[src/rtl/wavetable_pkg.sv]
// Shared definitions for the wavetable oscillator: ROM/sample widths, the
// frame FSM state encoding, the per-voice config payload and the sample
// format conversion.
package wavetable_pkg;

    localparam int unsigned SAMPLE_ADDR_W = 6;
    localparam int unsigned PROG_ADDR_W   = 7;
    localparam int unsigned SAMPLE_W      = 8;
    localparam int unsigned GAIN_W        = 8;

    typedef enum logic [1:0] {
        IDLE  = 2'd0,
        FETCH = 2'd1,
        ACC   = 2'd2,
        DONE  = 2'd3
    } state_e;

    // Per-voice configuration payload; the increment is kept separate since
    // its width follows the PHASE_W parameter.
    typedef struct packed {
        logic [PROG_ADDR_W-1:0] prog;
        logic [GAIN_W-1:0]      gain;
        logic                   gate;
    } voice_cfg_t;

    // Offset-binary ROM sample to two's complement.
    function automatic logic signed [SAMPLE_W-1:0] to_signed(input logic [SAMPLE_W-1:0] raw);
        return $signed(raw ^ SAMPLE_W'(8'h80));
    endfunction

endpackage

[src/rtl/wavetable_voice_regs.sv]
// Per-voice storage: increment, program, gain, gate and phase accumulator.
// Ports:
//   clk, rst_n             clock, async active-low reset
//   cfg_we_i/voice/inc/cfg configuration write
//   adv_i, adv_voice_i     advance the phase of one voice by its increment
//   rd_voice_i             voice selected for the combinational read port
//   rd_*_c                 program, gain, gate and sample address of rd_voice_i
module wavetable_voice_regs import wavetable_pkg::*; #(
    parameter  int unsigned NUM_VOICES = 8,
    parameter  int unsigned PHASE_W    = 16,
    localparam int unsigned VOICE_W    = $clog2(NUM_VOICES)
) (
    input  logic                     clk,
    input  logic                     rst_n,
    input  logic                     cfg_we_i,
    input  logic [VOICE_W-1:0]       cfg_voice_i,
    input  logic [PHASE_W-1:0]       cfg_inc_i,
    input  voice_cfg_t               cfg_i,
    input  logic                     adv_i,
    input  logic [VOICE_W-1:0]       adv_voice_i,
    input  logic [VOICE_W-1:0]       rd_voice_i,
    output logic [PROG_ADDR_W-1:0]   rd_prog_c,
    output logic [GAIN_W-1:0]        rd_gain_c,
    output logic                     rd_gate_c,
    output logic [SAMPLE_ADDR_W-1:0] rd_sample_c
);

    logic [PHASE_W-1:0] inc_q   [NUM_VOICES];
    logic [PHASE_W-1:0] phase_q [NUM_VOICES];
    logic [PHASE_W-1:0] phase_d [NUM_VOICES];
    voice_cfg_t         cfg_q   [NUM_VOICES];

    // Phase next-state: advance with the current increment, then let a gate
    // write override it (rising gate or gate-off both park the phase at 0).
    always_comb begin
        for (int v = 0; v < NUM_VOICES; v++) begin
            phase_d[v] = phase_q[v];
            if (adv_i && (adv_voice_i == VOICE_W'(v)) && cfg_q[v].gate) begin
                phase_d[v] = phase_q[v] + inc_q[v];
            end
            if (cfg_we_i && (cfg_voice_i == VOICE_W'(v)) && (!cfg_i.gate || !cfg_q[v].gate)) begin
                phase_d[v] = '0;
            end
        end
    end

    always_ff @(posedge clk or negedge rst_n) begin
        if (!rst_n) begin
            for (int v = 0; v < NUM_VOICES; v++) begin
                inc_q[v]   <= '0;
                phase_q[v] <= '0;
                cfg_q[v]   <= '0;
            end
        end else begin
            for (int v = 0; v < NUM_VOICES; v++) begin
                phase_q[v] <= phase_d[v];
            end
            if (cfg_we_i) begin
                inc_q[cfg_voice_i] <= cfg_inc_i;
                cfg_q[cfg_voice_i] <= cfg_i;
            end
        end
    end

    assign rd_prog_c   = cfg_q[rd_voice_i].prog;
    assign rd_gain_c   = cfg_q[rd_voice_i].gain;
    assign rd_gate_c   = cfg_q[rd_voice_i].gate;
    assign rd_sample_c = phase_q[rd_voice_i][PHASE_W-1 -: SAMPLE_ADDR_W];

endmodule

[src/rtl/wavetable_osc.sv]
// Time-multiplexed wavetable oscillator: each sample_tick walks all voices
// (FETCH reads the ROM, ACC sums the voice term) and emits one mixed sample.
// Optional macro WAVETABLE_OSC_GAIN_EN scales each voice by its 8-bit gain.
// Ports:
//   clk, rst_n                       clock, async active-low reset
//   sample_tick                      starts a mix frame when idle
//   cfg_we/voice/inc/prog/gain/gate  per-voice configuration write
//   rom_re, rom_addr_prog/sample     sample ROM read request (FETCH only)
//   rom_data                         offset-binary sample, one cycle after rom_re
//   mix_out, mix_valid               signed mix and its one-cycle strobe
//   busy, overrun                    frame in progress; sticky tick-while-busy
module wavetable_osc import wavetable_pkg::*; #(
    parameter  int unsigned NUM_VOICES = 8,
    parameter  int unsigned PHASE_W    = 16,
    localparam int unsigned VOICE_W    = $clog2(NUM_VOICES),
    localparam int unsigned MIX_W      = SAMPLE_W + VOICE_W
) (
    input  logic                     clk,
    input  logic                     rst_n,
    input  logic                     sample_tick,
    input  logic                     cfg_we,
    input  logic [VOICE_W-1:0]       cfg_voice,
    input  logic [PHASE_W-1:0]       cfg_inc,
    input  logic [PROG_ADDR_W-1:0]   cfg_prog,
    input  logic [GAIN_W-1:0]        cfg_gain,
    input  logic                     cfg_gate,
    output logic                     rom_re,
    output logic [PROG_ADDR_W-1:0]   rom_addr_prog,
    output logic [SAMPLE_ADDR_W-1:0] rom_addr_sample,
    input  logic [SAMPLE_W-1:0]      rom_data,
    output logic signed [MIX_W-1:0]  mix_out,
    output logic                     mix_valid,
    output logic                     busy,
    output logic                     overrun
);

    state_e                    state_q, state_d;
    logic [VOICE_W-1:0]        voice_q, voice_d;
    logic signed [MIX_W-1:0]   acc_q, acc_d;
    logic signed [MIX_W-1:0]   mix_out_q, mix_out_d;
    logic                      mix_valid_q, mix_valid_d;
    logic                      busy_q, busy_d;
    logic                      overrun_q, overrun_d;
    logic                      rom_re_q, rom_re_d;
    logic [PROG_ADDR_W-1:0]    prog_q, prog_d;
    logic [SAMPLE_ADDR_W-1:0]  sample_q, sample_d;
    logic                      take_q;
    logic [PROG_ADDR_W-1:0]    rd_prog_c;
    logic [GAIN_W-1:0]         rd_gain_c;
    logic                      rd_gate_c;
    logic [SAMPLE_ADDR_W-1:0]  rd_sample_c;
    logic signed [SAMPLE_W-1:0] s_c, term_c;
    voice_cfg_t                cfg_c;

    assign cfg_c = '{prog: cfg_prog, gain: cfg_gain, gate: cfg_gate};

    // Phase advances on the FETCH->ACC edge, so a config write landing in
    // the same cycle only shapes the following frame.
    wavetable_voice_regs #(
        .NUM_VOICES (NUM_VOICES),
        .PHASE_W    (PHASE_W)
    ) u_regs (
        .clk         (clk),
        .rst_n       (rst_n),
        .cfg_we_i    (cfg_we),
        .cfg_voice_i (cfg_voice),
        .cfg_inc_i   (cfg_inc),
        .cfg_i       (cfg_c),
        .adv_i       ((state_q == FETCH) && rom_re_q),
        .adv_voice_i (voice_q),
        .rd_voice_i  (voice_d),
        .rd_prog_c   (rd_prog_c),
        .rd_gain_c   (rd_gain_c),
        .rd_gate_c   (rd_gate_c),
        .rd_sample_c (rd_sample_c)
    );

`ifdef WAVETABLE_OSC_GAIN_EN
    logic [GAIN_W-1:0]   gain_q;
    logic signed [15:0]  s16_c, g16_c, prod_c;

    // Gain is captured with the fetch so a mid-frame write cannot split a voice.
    always_ff @(posedge clk or negedge rst_n) begin
        if (!rst_n)        gain_q <= '0;
        else if (rom_re_d) gain_q <= rd_gain_c;
    end

    always_comb begin
        s_c    = to_signed(rom_data);
        s16_c  = 16'(s_c);
        g16_c  = 16'({1'b0, gain_q});
        prod_c = s16_c * g16_c;
        term_c = SAMPLE_W'(prod_c >>> 8);
    end
`else
    logic unused_gain;
    assign unused_gain = ^rd_gain_c;

    always_comb begin
        s_c    = to_signed(rom_data);
        term_c = s_c;
    end
`endif

    // Frame sequencing and registered-output next state.
    always_comb begin
        state_d     = state_q;
        voice_d     = voice_q;
        acc_d       = acc_q;
        mix_out_d   = mix_out_q;
        mix_valid_d = 1'b0;
        overrun_d   = overrun_q | (sample_tick && (state_q != IDLE));
        case (state_q)
            IDLE: begin
                if (sample_tick) begin
                    state_d = FETCH;
                    voice_d = '0;
                    acc_d   = '0;
                end
            end
            FETCH: state_d = ACC;
            ACC: begin
                if (take_q) acc_d = acc_q + MIX_W'(term_c);
                if (voice_q != VOICE_W'(NUM_VOICES - 1)) begin
                    state_d = FETCH;
                    voice_d = voice_q + VOICE_W'(1);
                end else begin
                    state_d     = DONE;
                    mix_out_d   = acc_d;
                    mix_valid_d = 1'b1;
                end
            end
            DONE: state_d = IDLE;
            default: state_d = IDLE;
        endcase
        busy_d   = (state_d != IDLE);
        rom_re_d = (state_d == FETCH) && rd_gate_c;
        prog_d   = rom_re_d ? rd_prog_c : '0;
        sample_d = rom_re_d ? rd_sample_c : '0;
    end

    always_ff @(posedge clk or negedge rst_n) begin
        if (!rst_n) begin
            state_q     <= IDLE;
            voice_q     <= '0;
            acc_q       <= '0;
            mix_out_q   <= '0;
            mix_valid_q <= 1'b0;
            busy_q      <= 1'b0;
            overrun_q   <= 1'b0;
            rom_re_q    <= 1'b0;
            prog_q      <= '0;
            sample_q    <= '0;
            take_q      <= 1'b0;
        end else begin
            state_q     <= state_d;
            voice_q     <= voice_d;
            acc_q       <= acc_d;
            mix_out_q   <= mix_out_d;
            mix_valid_q <= mix_valid_d;
            busy_q      <= busy_d;
            overrun_q   <= overrun_d;
            rom_re_q    <= rom_re_d;
            prog_q      <= prog_d;
            sample_q    <= sample_d;
            take_q      <= rom_re_q;
        end
    end

    assign rom_re          = rom_re_q;
    assign rom_addr_prog   = prog_q;
    assign rom_addr_sample = sample_q;
    assign mix_out         = mix_out_q;
    assign mix_valid       = mix_valid_q;
    assign busy            = busy_q;
    assign overrun         = overrun_q;

endmodule

[config.mk]
export PLATFORM = sky130hd
export DESIGN_NAME = wavetable_osc
export DESIGN_NICKNAME = d
export VERILOG_FILES = /design/src/rtl/wavetable_pkg.sv /design/src/rtl/wavetable_voice_regs.sv /design/src/rtl/wavetable_osc.sv
export SDC_FILE = /design/constraint.sdc
export NUM_CORES = 1
export LEC_CHECK = 0
export BUFFER_PORTS_ARGS = -buffer_cell sky130_fd_sc_hd__buf_2
export CAP_MARGIN = 20
export CORE_ASPECT_RATIO = 2
export CORE_UTILIZATION = 60
export CTS_BUF_LIST = sky130_fd_sc_hd__clkbuf_8
export DETAILED_ROUTE_END_ITERATION = 12
export PLACE_DENSITY = 0.77
export SETUP_SLACK_MARGIN = 0.05
export SYNTH_ARGS = -nofsm -noshare
export SYNTH_HDL_FRONTEND = slang
export SYNTH_HIERARCHICAL = 1
export SYNTH_SLANG_ARGS = --single-unit
[constraint.sdc]
create_clock -name clk -period 4.15 [get_ports clk]
set_clock_uncertainty 0.05 [all_clocks]
set_input_delay 0.2075 -clock clk [delete_from_list [all_inputs] [get_ports clk]]
set_output_delay 0.2075 -clock clk [all_outputs]
set_load 0.01 [all_outputs]
After elaboration in Yosys (flattened, before gate mapping)
Cells that the tools add are included.
{ "word_totals": {"out_inout_bits": 28, "input_bits": 47, "register_bits": 429} }
{ "op_classes": {"magnitude_cmp": 3, "bitwise": 5, "n_reduce_logical": 69, "eq_ne": 20, "add_sub_neg": 10, "n_mux": 39} }
{ "op_table": {"columns": ["op", "n"], "rows": [
  ["$mux W16", 21],
  ["$bwmux W128", 2],
  ["$add A16 B16 Y16", 8],
  ["$bmux W16 S3", 2],
  ["$demux W16 S3", 1],
  ["$logic_and A1 B1 Y1", 36],
  ["$eq A3 B3 Y1 const B", 8],
  ["$mux W11", 2],
  ["$pmux W11 S2", 1],
  ["$reduce_bool A2 Y1", 11],
  ["$eq A3 B2 Y1 const B", 4],
  ["$add A11 B8 Y11", 1],
  ["$logic_not A1 Y1", 9],
  ["$ge A4 B4 Y1 const B", 2],
  ["$logic_or A1 B1 Y1", 8],
  ["$not A3 Y4", 2],
  ["$pmux W2 S4", 1],
  ["$mux W7", 1],
  ["$eq A3 B1 Y1 const B", 2],
  ["$logic_not A3 Y1", 2],
  ["$mux W3", 2],
  ["$mux W6", 1],
  ["$pmux W3 S2", 1],
  ["$eq A2 B1 Y1 const B", 2],
  ["other kinds (11)", 16]
]} }

Longest topological paths before layout
Gate-level depths: netlist (run 1).
{ "depth": {"ltp_word": 9, "depth_mapped": 12} }

Cells and area by module
The synthesis (run 1) kept the hierarchy.
{ "modules_own_cells": {"columns": ["mod", "cells_each", "area_each_um2", "n_inst"], "rows": [
  ["wavetable_voice_regs", 1898, 21365.5, 1],
  ["wavetable_osc", 219, 2274.7, 1]
]} }

Worst setup path before layout (run 1)
OpenSTA, ideal clock, no wires.
{ "synth_path": {"kind": "reg2reg", "startpoint": "reg voice_q[0]", "endpoint": "reg prog_q[2], in the netlist rom_addr_prog[2]", "arrival_ns": 3.168, "stages_incl_launch_ff": 13, "required_ns": 3.981, "n_path_buf": 3, "setup_slack_ns": 0.813, "cell_sequence": "dfrtp_1 > ha_1 > a21oi_1 > nor2b_1 > a31o_2 > a22o_1 > clkbuf_1 > buf_2 > mux4_2 > mux2_2 > and3_1 > clkbuf_1 > and2_1"} }
{ "synth_via": {"elab_chain_cells": 9} }
{ "synth_lines": {"columns": ["item", "line_no", "text"], "rows": [
  ["start: declaration", "wavetable_osc.sv:38", "logic [VOICE_W-1:0] voice_q, voice_d;"],
  ["start signal: assignment", "wavetable_osc.sv:157", "voice_q <= voice_d;"],
  ["$add A3 B1 Y3 or $ne A3 B3 Y1 (tied branches)", "wavetable_osc.sv:126, wavetable_osc.sv:124", null],
  ["$mux W3", "wavetable_osc.sv:124", "if (voice_q != VOICE_W'(NUM_VOICES - 1)) begin"],
  ["$pmux W3 S2 (*)", "wavetable_osc.sv:113", "case (state_q)"],
  ["named net voice_d[0]", "wavetable_osc.sv:38", null],
  ["$not A3 Y4 (not written as such) (*)", "wavetable_voice_regs.sv:67", "assign rd_gate_c = cfg_q[rd_voice_i].gate;"],
  ["$bmux W16 S3 (*)", "wavetable_voice_regs.sv:67", null],
  ["$mux W16 (not written as such) (*) (2 in series)", "wavetable_voice_regs.sv:65", "assign rd_prog_c = cfg_q[rd_voice_i].prog;"],
  ["named net rd_gate_c", "wavetable_osc.sv:50", "logic rd_gate_c;"],
  ["$logic_and A1 B1 Y1 (*)", "wavetable_osc.sv:137", "rom_re_d = (state_d == FETCH) && rd_gate_c;"],
  ["named net rom_re_d", "wavetable_osc.sv:44", "logic rom_re_q, rom_re_d;"],
  ["$mux W7 (*)", "wavetable_osc.sv:138", "prog_d = rom_re_d ? rd_prog_c : '0;"],
  ["named net prog_d[2]", "wavetable_osc.sv:45", "logic [PROG_ADDR_W-1:0] prog_q, prog_d;"],
  ["end signal: assignment", "wavetable_osc.sv:164", "prog_q <= prog_d;"],
  ["end: declaration", "wavetable_osc.sv:45", null]
]} }
Mark *: on every way through the listed nets, which the timed path passes. The rest lies on a longest branch. The select of a mux whose other input is x is not followed.
A chain may end at the register's enable or synchronous reset.

Worst setup path in the final report (run 1)
{ "layout_path": {"startpoint": "reg voice_q[0]", "endpoint": "reg prog_q[4], in the netlist rom_addr_prog[4]"} }
{ "layout_via": {"elab_chain_cells": 9} }
{ "layout_lines": {"columns": ["item", "line_no"], "rows": [
  ["$add A3 B1 Y3 or $ne A3 B3 Y1 (tied branches)", "wavetable_osc.sv:126, wavetable_osc.sv:124"],
  ["$mux W3", "wavetable_osc.sv:124"],
  ["$pmux W3 S2 (*)", "wavetable_osc.sv:113"],
  ["named net voice_d[0]", "wavetable_osc.sv:38"],
  ["$not A3 Y4 (not written as such) (*)", "wavetable_voice_regs.sv:67"],
  ["$bmux W16 S3 (*)", "wavetable_voice_regs.sv:67"],
  ["$mux W16 (not written as such) (*) (2 in series)", "wavetable_voice_regs.sv:65"],
  ["named net rd_gate_c", "wavetable_osc.sv:50"],
  ["$logic_and A1 B1 Y1 (*)", "wavetable_osc.sv:137"],
  ["$mux W7 (*)", "wavetable_osc.sv:138"],
  ["named net prog_d[4]", "wavetable_osc.sv:45"]
]} }
Marks and branches as above.

==> results of run 1 <==
## registers in the layout, summed over array words and instances, names as in the netlist
signal and flops:
u_regs/inc_q 128, rom_re 1, u_regs/cfg_q 64, mix_valid 1, rom_addr_sample 6, take_q 1
mix_out 11, busy 1, state_q 2, rom_addr_prog 7, acc_q 11, u_regs/phase_q 128
voice_q 3, overrun 1
## worst max-delay path, delay by kind of cell (launching register included)
kind / cells / cell delay (ns)
AO/OA/AOI/OAI: 3 / 0.76
adder cells (fa/ha/maj): 1 / 0.34
buffers and inverters: 1 / 0.28
flip-flops: 1 / 0.52
multiplexers: 2 / 0.59
AND/OR/NAND/NOR: 3 / 0.76
## power groups by stage
stage                     clock [W]  combinational (W)  sequential (W)
after CTS                   0.00285            0.00424         0.00484
after global placement            0            0.00404         0.00485
final                       0.00279            0.00427         0.00486
after global routing        0.00301            0.00470         0.00495
after floorplan                   0            0.00336         0.00471
after detailed placement          0            0.00421         0.00491
## worst paths after layout
kind	startpoint	end	slack (ns)	cells past startpoint
max in group asynchronous	rst_n	u_regs/phase_q[121]	2.98	3
min in group asynchronous	rst_n	u_regs/inc_q[33]	0.08	2
max reg2reg	voice_q[0]	rom_addr_prog[4]	0.71	10
min	cfg_inc[1]	u_regs/inc_q[113]	0.02	3
max	voice_q[0]	rom_addr_prog[4]	0.71	10
min reg2reg	rom_re	take_q	0.36	0
## cell usage in the layout, fill, tap and decap left out, types with 17 or more instances in the layout
cell type,instances
nor2b_1,32
clkbuf_8,67
mux4_2,28
mux2_2,205
xor2_1,27
and2_1,20
xnor2_1,50
ha_1,131
nand2b_1,17
inv_1,60
and3_1,26
o21a_1,24
buf_2,65
a211oi_1,35
a22o_1,17
buf_4,24
nor3_1,24
o21ai_0,98
dfrtp_1,365
nand2_1,198
a21o_1,41
nor2_1,101
a21oi_1,164
nand3_1,35
## area by class of cell
type	instances	area share (%)
Antenna cell	2	0.0220
Clock inverter	19	0.357
Multi-Input combinational cell	1471	49.4
Clock buffer	67	4.05
Inverter	44	0.725
Tap cell	441	2.42
Timing Repair Buffer	103	2.99
Sequential cell	365	40.1
## per-stage QoR
| step | power [W] | area [um2] | util (%) |
|---|---|---|---|
| 3_3_place_gp | 0.00889 | 21700 | 63.3 |
| 5_1_grt | 0.0127 | 22800 | 66.6 |
| 6_report | 0.0119 | 22800 | 66.6 |
| 4_1_cts | 0.0119 | 22800 | 66.5 |
| 3_5_place_dp | 0.00911 | 21700 | 63.3 |
| 2_1_floorplan | 0.00807 | 20900 | - |
## routing by layer
metal  track usage (%)  vias up  wire length (um)
met2              55.8      473             27900
li1                  -     7288                 -
met3              3.69      173              2270
met5                 0        -                 0
met1              33.3     7952             19100
met4              18.8        0              3140
## what timing repair did
| action | in CTS | in global routing |
|---|---|---|
| setup buffers | 0 | 0 |
| gates resized for setup | 0 | 0 |
| hold buffers | 10 | 0 |
| endpoints found under the hold margin | 119 | 0 |
==> summary.md, run 1 <==
| Metric | Value |
|---|---|
| Initial Utilization | 61.0% |
| Worst VDD drop | approximately 280 uV |
| Inst Count DP | roughly 2400 |
| # port buffers | 66 |
| Max Freq | about 0.29 GHz |
| Vias in the first global route | ~17000 |
| Cells along the critical path | ha_1 > a21oi_1 > nor2b_1 > a31o_2 > a22o_2 > buf_4 > mux4_2 > mux2_2 > and3_1 > and2_1 |
| WS Path Type | flop to flop |
| Synth Net Count | 2152 |
| Post-synthesis cell area | 20900 um2 |
| Pwr dens | between 500 and 600 nW/um2 |
| Fin crit period | about 3.4 ns |
| CP max FO | 14 |
| Slew HR | 37.8% |
| Chip width | 134 um |
| IO Pins | 75 |
| Htree depth | 2 |
| Core area | between 30000 and 40000 um2 |
| Final worst-path cycle share | 82.9% |
| Final setup margin | 0.709 ns |
| Initial antenna violation count | 2 |
| Skew-Pair Late Insertion Delay | approximately 0.62 ns |
| RSZ-0062 raised after global routing | no |
| CTS max path bufs | 3 |
| Hold Vio Cnt, Final | 0 |
| First-pass GRT wire length | about 85000 um |
| Reg clk slew, reported paths | 0.07 ns |
| Worst slack at placement | 0.791 ns |
| Drt drc | 0 |
| TNS Setup | 0 ns |
| Critical Path Source Type | flop |
| Critical Path Max Stage Delay | approximately 0.52 ns |
| Max-cap check violation count | 0 |
| Crit path DAT | 3.88 ns |
| Largest net degree at the start of global routing | around 120 |
| Pre-antenna DRT Iters | 5 |
| Synthesis-to-finish area growth | 9.23% |
| Int Power | 0.00776 W |
| CTS Buf Count | 51 |
| Crit-path slowest cell | dfrtp_1 |
| CTS tree | yes |
| Row count | 96 |
| Vias per Instance | ~6.3 |
| Die area | ~36000 um2 |
| Hold_ws | 0.0235 ns |
| Layout cells sized above 1 | 20.2% |
| Flop pwr share | around 41% |
| Logic pwr share | between 30% and 40% |
| Fin nets | 2223 |
| Post-Layout Cell Count | 2512 |
| GP Congestion | 0.926 |
| GRT Total Usage | 30.6% |
| Vias | 15900 |
| Register area | 9130 um2 |
| Status | complete, no violations |
| CP required | 4.59 ns |
| Multi-input logic area | 11300 um2 |
| Fill count | 2636 |
| Root Driver | clkbuf_8 |
| Sw Share | 34.8% |
| Wire length per cell | 20.9 um |
| Crit end category | flop |
| Switch Pwr | slightly above 0.004 W |
| Worst Hold Class | input port to flop |
| Routed WL | between 50000 and 60000 um |
| Worst Tran Pin Value | 0.909 ns |
| Post-detail-place hpwl | roughly 37000 um |
| Fin. max-slew vios | 0 |
| Syn_area_per_cell | 10.6 um2 |
| GRT overflow | 0 |
| Leak Pwr | 10.5 nW |
| Final setup vio count | 0 |
| Mapped Cells | ~2000 |
| 1st-iter DRT viols | 954 |
| Clock share of power | 23.4% |
| Die Y | 266 um |
| Sink Count | 365 |
| YS warnings | 6 |
| Antenna Nets Post-Route | 0 |
(Power assumes the default switching activity.)
==> run 2: changes to the inputs <==
--- a/config.mk
+++ b/config.mk
@@ -8,10 +8,10 @@
 export BUFFER_PORTS_ARGS = -buffer_cell sky130_fd_sc_hd__buf_2
 export CAP_MARGIN = 20
 export CORE_ASPECT_RATIO = 2
-export CORE_UTILIZATION = 60
+export CORE_UTILIZATION = 59
 export CTS_BUF_LIST = sky130_fd_sc_hd__clkbuf_8
 export DETAILED_ROUTE_END_ITERATION = 12
-export PLACE_DENSITY = 0.77
+export PLACE_DENSITY = 0.79
 export SETUP_SLACK_MARGIN = 0.05
 export SYNTH_ARGS = -nofsm -noshare
 export SYNTH_HDL_FRONTEND = slang
==> constraint.sdc (replaced) <==
create_clock -name clk -period 2.85 [get_ports clk]
set_clock_uncertainty 0.05 [all_clocks]
set_input_delay 0.1425 -clock clk [delete_from_list [all_inputs] [get_ports clk]]
set_output_delay 0.1425 -clock clk [all_outputs]
set_load 0.01 [all_outputs]
==> run 2 against run 1 <==
  * Clock power grew 59%
  * Via count increased by 1.4%
  * Fmax up 28%
  * Non-clock buffer count up 43
==> summary.md, run 2 (synthesis results as in run 1) <==
| Metric | Value |
|---|---|
| Fin crit period | 2.68 ns (-0.761 ns) |
| Crit-path slowest cell | or4_1 |
| Pwr dens | 773 nW/um2 (+48%) |
| Synthesis-to-finish area growth | 12.2% |
| Highest metal used | met5 |
| Critical Path Source Type | flop |
| Logic pwr share | 36.6% (+0.8 points) |
| Met2 Wirelength | 27800 um (-0.45%) |
| WS Path Type | flop to flop |
| Switch Pwr | 0.00629 W (+51%) |
| CTS tree | yes |
| CTS max path bufs | 3 (unchanged) |
| GRT overflow | 0 (unchanged) |
| Die area | 36200 um2 (+1.7%) |
| Final worst-path cycle share | 94.0% (+11 points) |
| Worst Tran Pin Value | 0.681 ns (-0.228 ns) |
| Final instance area | 23400 um2 (+2.7%) |
| Largest registers | u_regs/inc_q x128, u_regs/phase_q x128, u_regs/cfg_q x64 |
| Fin nets | 2268 (+2.0%) |
| Wire length per cell | 20.8 um (-0.41%) |
| Reg clk slew, reported paths | 0.07 ns (about the same) |
| CP max FO | 4 (-10) |
| Sink Count | 365 (unchanged) |
| Critical Path Max Stage Delay | 0.44 ns (-0.08 ns) |
| Flop pwr share | 38.9% (-1.9 points) |
| Fin. max-slew vios | 0 (unchanged) |
| Pre-antenna DRT Iters | 5 (unchanged) |
| First-pass GRT wire length | 85700 um (+0.86%) |
| Core area | 35000 um2 (+2.1%) |
| Vias | 16100 (+1.4%) |
| Vias per Instance | 6.26 (-0.95%) |
| Cells along the critical path | ha_1 > inv_1 > fa_1 > nor2b_2 > o21a_1 > o21ai_1 > a21oi_2 > nand3_1 > o2bb2ai_2 > or4_1 > a31oi_1 |
| Int Power | 0.0118 W (+52%) |
| TNS Setup | 0 ns (unchanged) |
| Hold Vio Cnt, Final | 0 (unchanged) |
| Max Freq | 0.373 GHz (+28%) |
| 1st-iter DRT viols | 956 (+0.21%) |
| DP Area | 21900 um2 (+1.2%) |
| Routed WL | 53400 um (+1.9%) |
| Commonest cells after routing, fill and taps aside | dfrtp_1 (364), mux2_2 (205), nand2_1 (198), a21oi_1 (161), ha_1 (129) |
| IO Pins | 75 (unchanged) |
| Met1 WL | 19100 um (+0.44%) |
| Largest net degree at the start of global routing | 75 (-36%) |
| Die Y | 268 um (+0.84%) |
| Max-cap check violation count | 0 (unchanged) |
| GP Congestion | 0.948 (+2.3%) |
| Metal3 WL | 2480 um (+9.0%) |
| CTS Buf Count | 53 (+3.9%) |
| Layout cells sized above 1 | 22.4% (+2.2 points) |
| Crit path DAT | 3.18 ns (-0.70 ns) |
| Sw Share | 34.8% (-0.075 points) |
| Skew-Pair Late Insertion Delay | 0.63 ns (about the same) |
| Htree depth | 2 (unchanged) |
| Vias in the first global route | 17000 (+1.6%) |
| Leak Pwr | 10.8 nW (+3.0%) |
| GRT Total Usage | 30.6% (about the same) |
| Root Driver | clkbuf_8 |
| Drt drc | 0 (unchanged) |
| # port buffers | 66 (unchanged) |
| RSZ-0062 raised after global routing | yes |
| Post-detail-place hpwl | 37600 um (+1.4%) |
| Row count | 97 (+1.0%) |
| Clock share of power | 24.5% (+1.1 points) |
| Initial antenna violation count | 3 (+1) |
| Status | complete, no violations |
| Worst VDD drop | 733 uV (+160%) |
| CP required | 3.35 ns (-1.24 ns) |
| Crit end category | flop |
| Initial Utilization | 59.7% (-1.3 points) |
| Slew HR | 54.5% (+17 points) |
| Chip width | 135 um (+0.83%) |
| Final setup vio count | 0 (unchanged) |
| Antenna Nets Post-Route | 0 (unchanged) |
| Worst Hold Class | input port to asynchronous set/reset pin |
| Commonest non-fill, non-tap cell in the layout | dfrtp_1 |
[run 2: repair_timing]
action                                  4_1_cts  5_1_grt
buffers inserted                              0        4
hold buffers                                 23        0
endpoints found under the setup margin        0       26
resized for setup                             0       17
hold endpoints to repair                    489        0
[run 2: layout make-up]
| type | count | area [um2] |
|---|---|---|
| Timing Repair Buffer | 146 | 1100 |
| Clock inverter | 28 | 184 |
| Fill cell | 2588 | 11500 |
| Antenna cell | 3 | 7.51 |
| Sequential cell | 365 | 9140 |
| Tap cell | 445 | 557 |
| Multi-Input combinational cell | 1471 | 11300 |
| Inverter | 44 | 165 |
| Clock buffer | 69 | 950 |
[run 2: final timing paths]
kind | start | endpoint | slack (ns) | depth (start not counted)
setup / recovery | u_regs/inc_q[96] | u_regs/phase_q[110] | 0.17 | 11
hold / removal | rst_n | u_regs/inc_q[33] | 0.02 | 2
setup reg to reg | u_regs/inc_q[96] | u_regs/phase_q[110] | 0.17 | 11
hold reg to reg | rom_re | take_q | 0.35 | 0
max in group asynchronous | rst_n | acc_q[8] | 1.89 | 3
min in group clk | rom_data[6] | acc_q[6] | 0.04 | 4
[run 2: metal layers]
metal / GRT usage [%] / vias to the layer above
li1: - / 7396
met1: 32.2 / 7998
met2: 55.0 / 492
met3: 4.79 / 212
met4: 21.5 / 6
met5: 0 / -
[run 2: critical path: cells and delay by family, from the launching register on]
kind	cells	cell delay [ns]
simple gates	3	0.71
flops	1	0.35
fa+ha+maj	2	0.60
compound gates	5	0.83
buf+inv	1	0.07
[run 2: stage by stage]
| stage | utilization, % | setup WS, ns | instances | total power [W] | hold slack [ns] |
|---|---|---|---|---|---|
| 2_1_floorplan | - | 0.0633 | 1965 | 0.0118 | -0.203 |
| 3_5_place_dp | 62.8 | 0.0832 | 2444 | 0.0134 | 0.0920 |
| 3_3_place_gp | 62.8 | 0.166 | 2444 | 0.0131 | 0.0857 |
| 6_report | 67.0 | 0.171 | 2571 | 0.0181 | 0.0192 |
| 4_1_cts | 66.7 | 0.0560 | 2564 | 0.0180 | 0.00520 |
| 5_1_grt | 67.0 | 0.0315 | 2571 | 0.0192 | 0.0199 |
[run 2: power by group through the flow]
stage | clock, W | combinational [W] | sequential, W
2_1_floorplan | 0 | 0.00495 | 0.00687
3_3_place_gp | 0 | 0.00608 | 0.00703
3_5_place_dp | 0 | 0.00634 | 0.00710
4_1_cts | 0.00453 | 0.00642 | 0.00701
5_1_grt | 0.00474 | 0.00728 | 0.00715
6_report | 0.00443 | 0.00663 | 0.00703
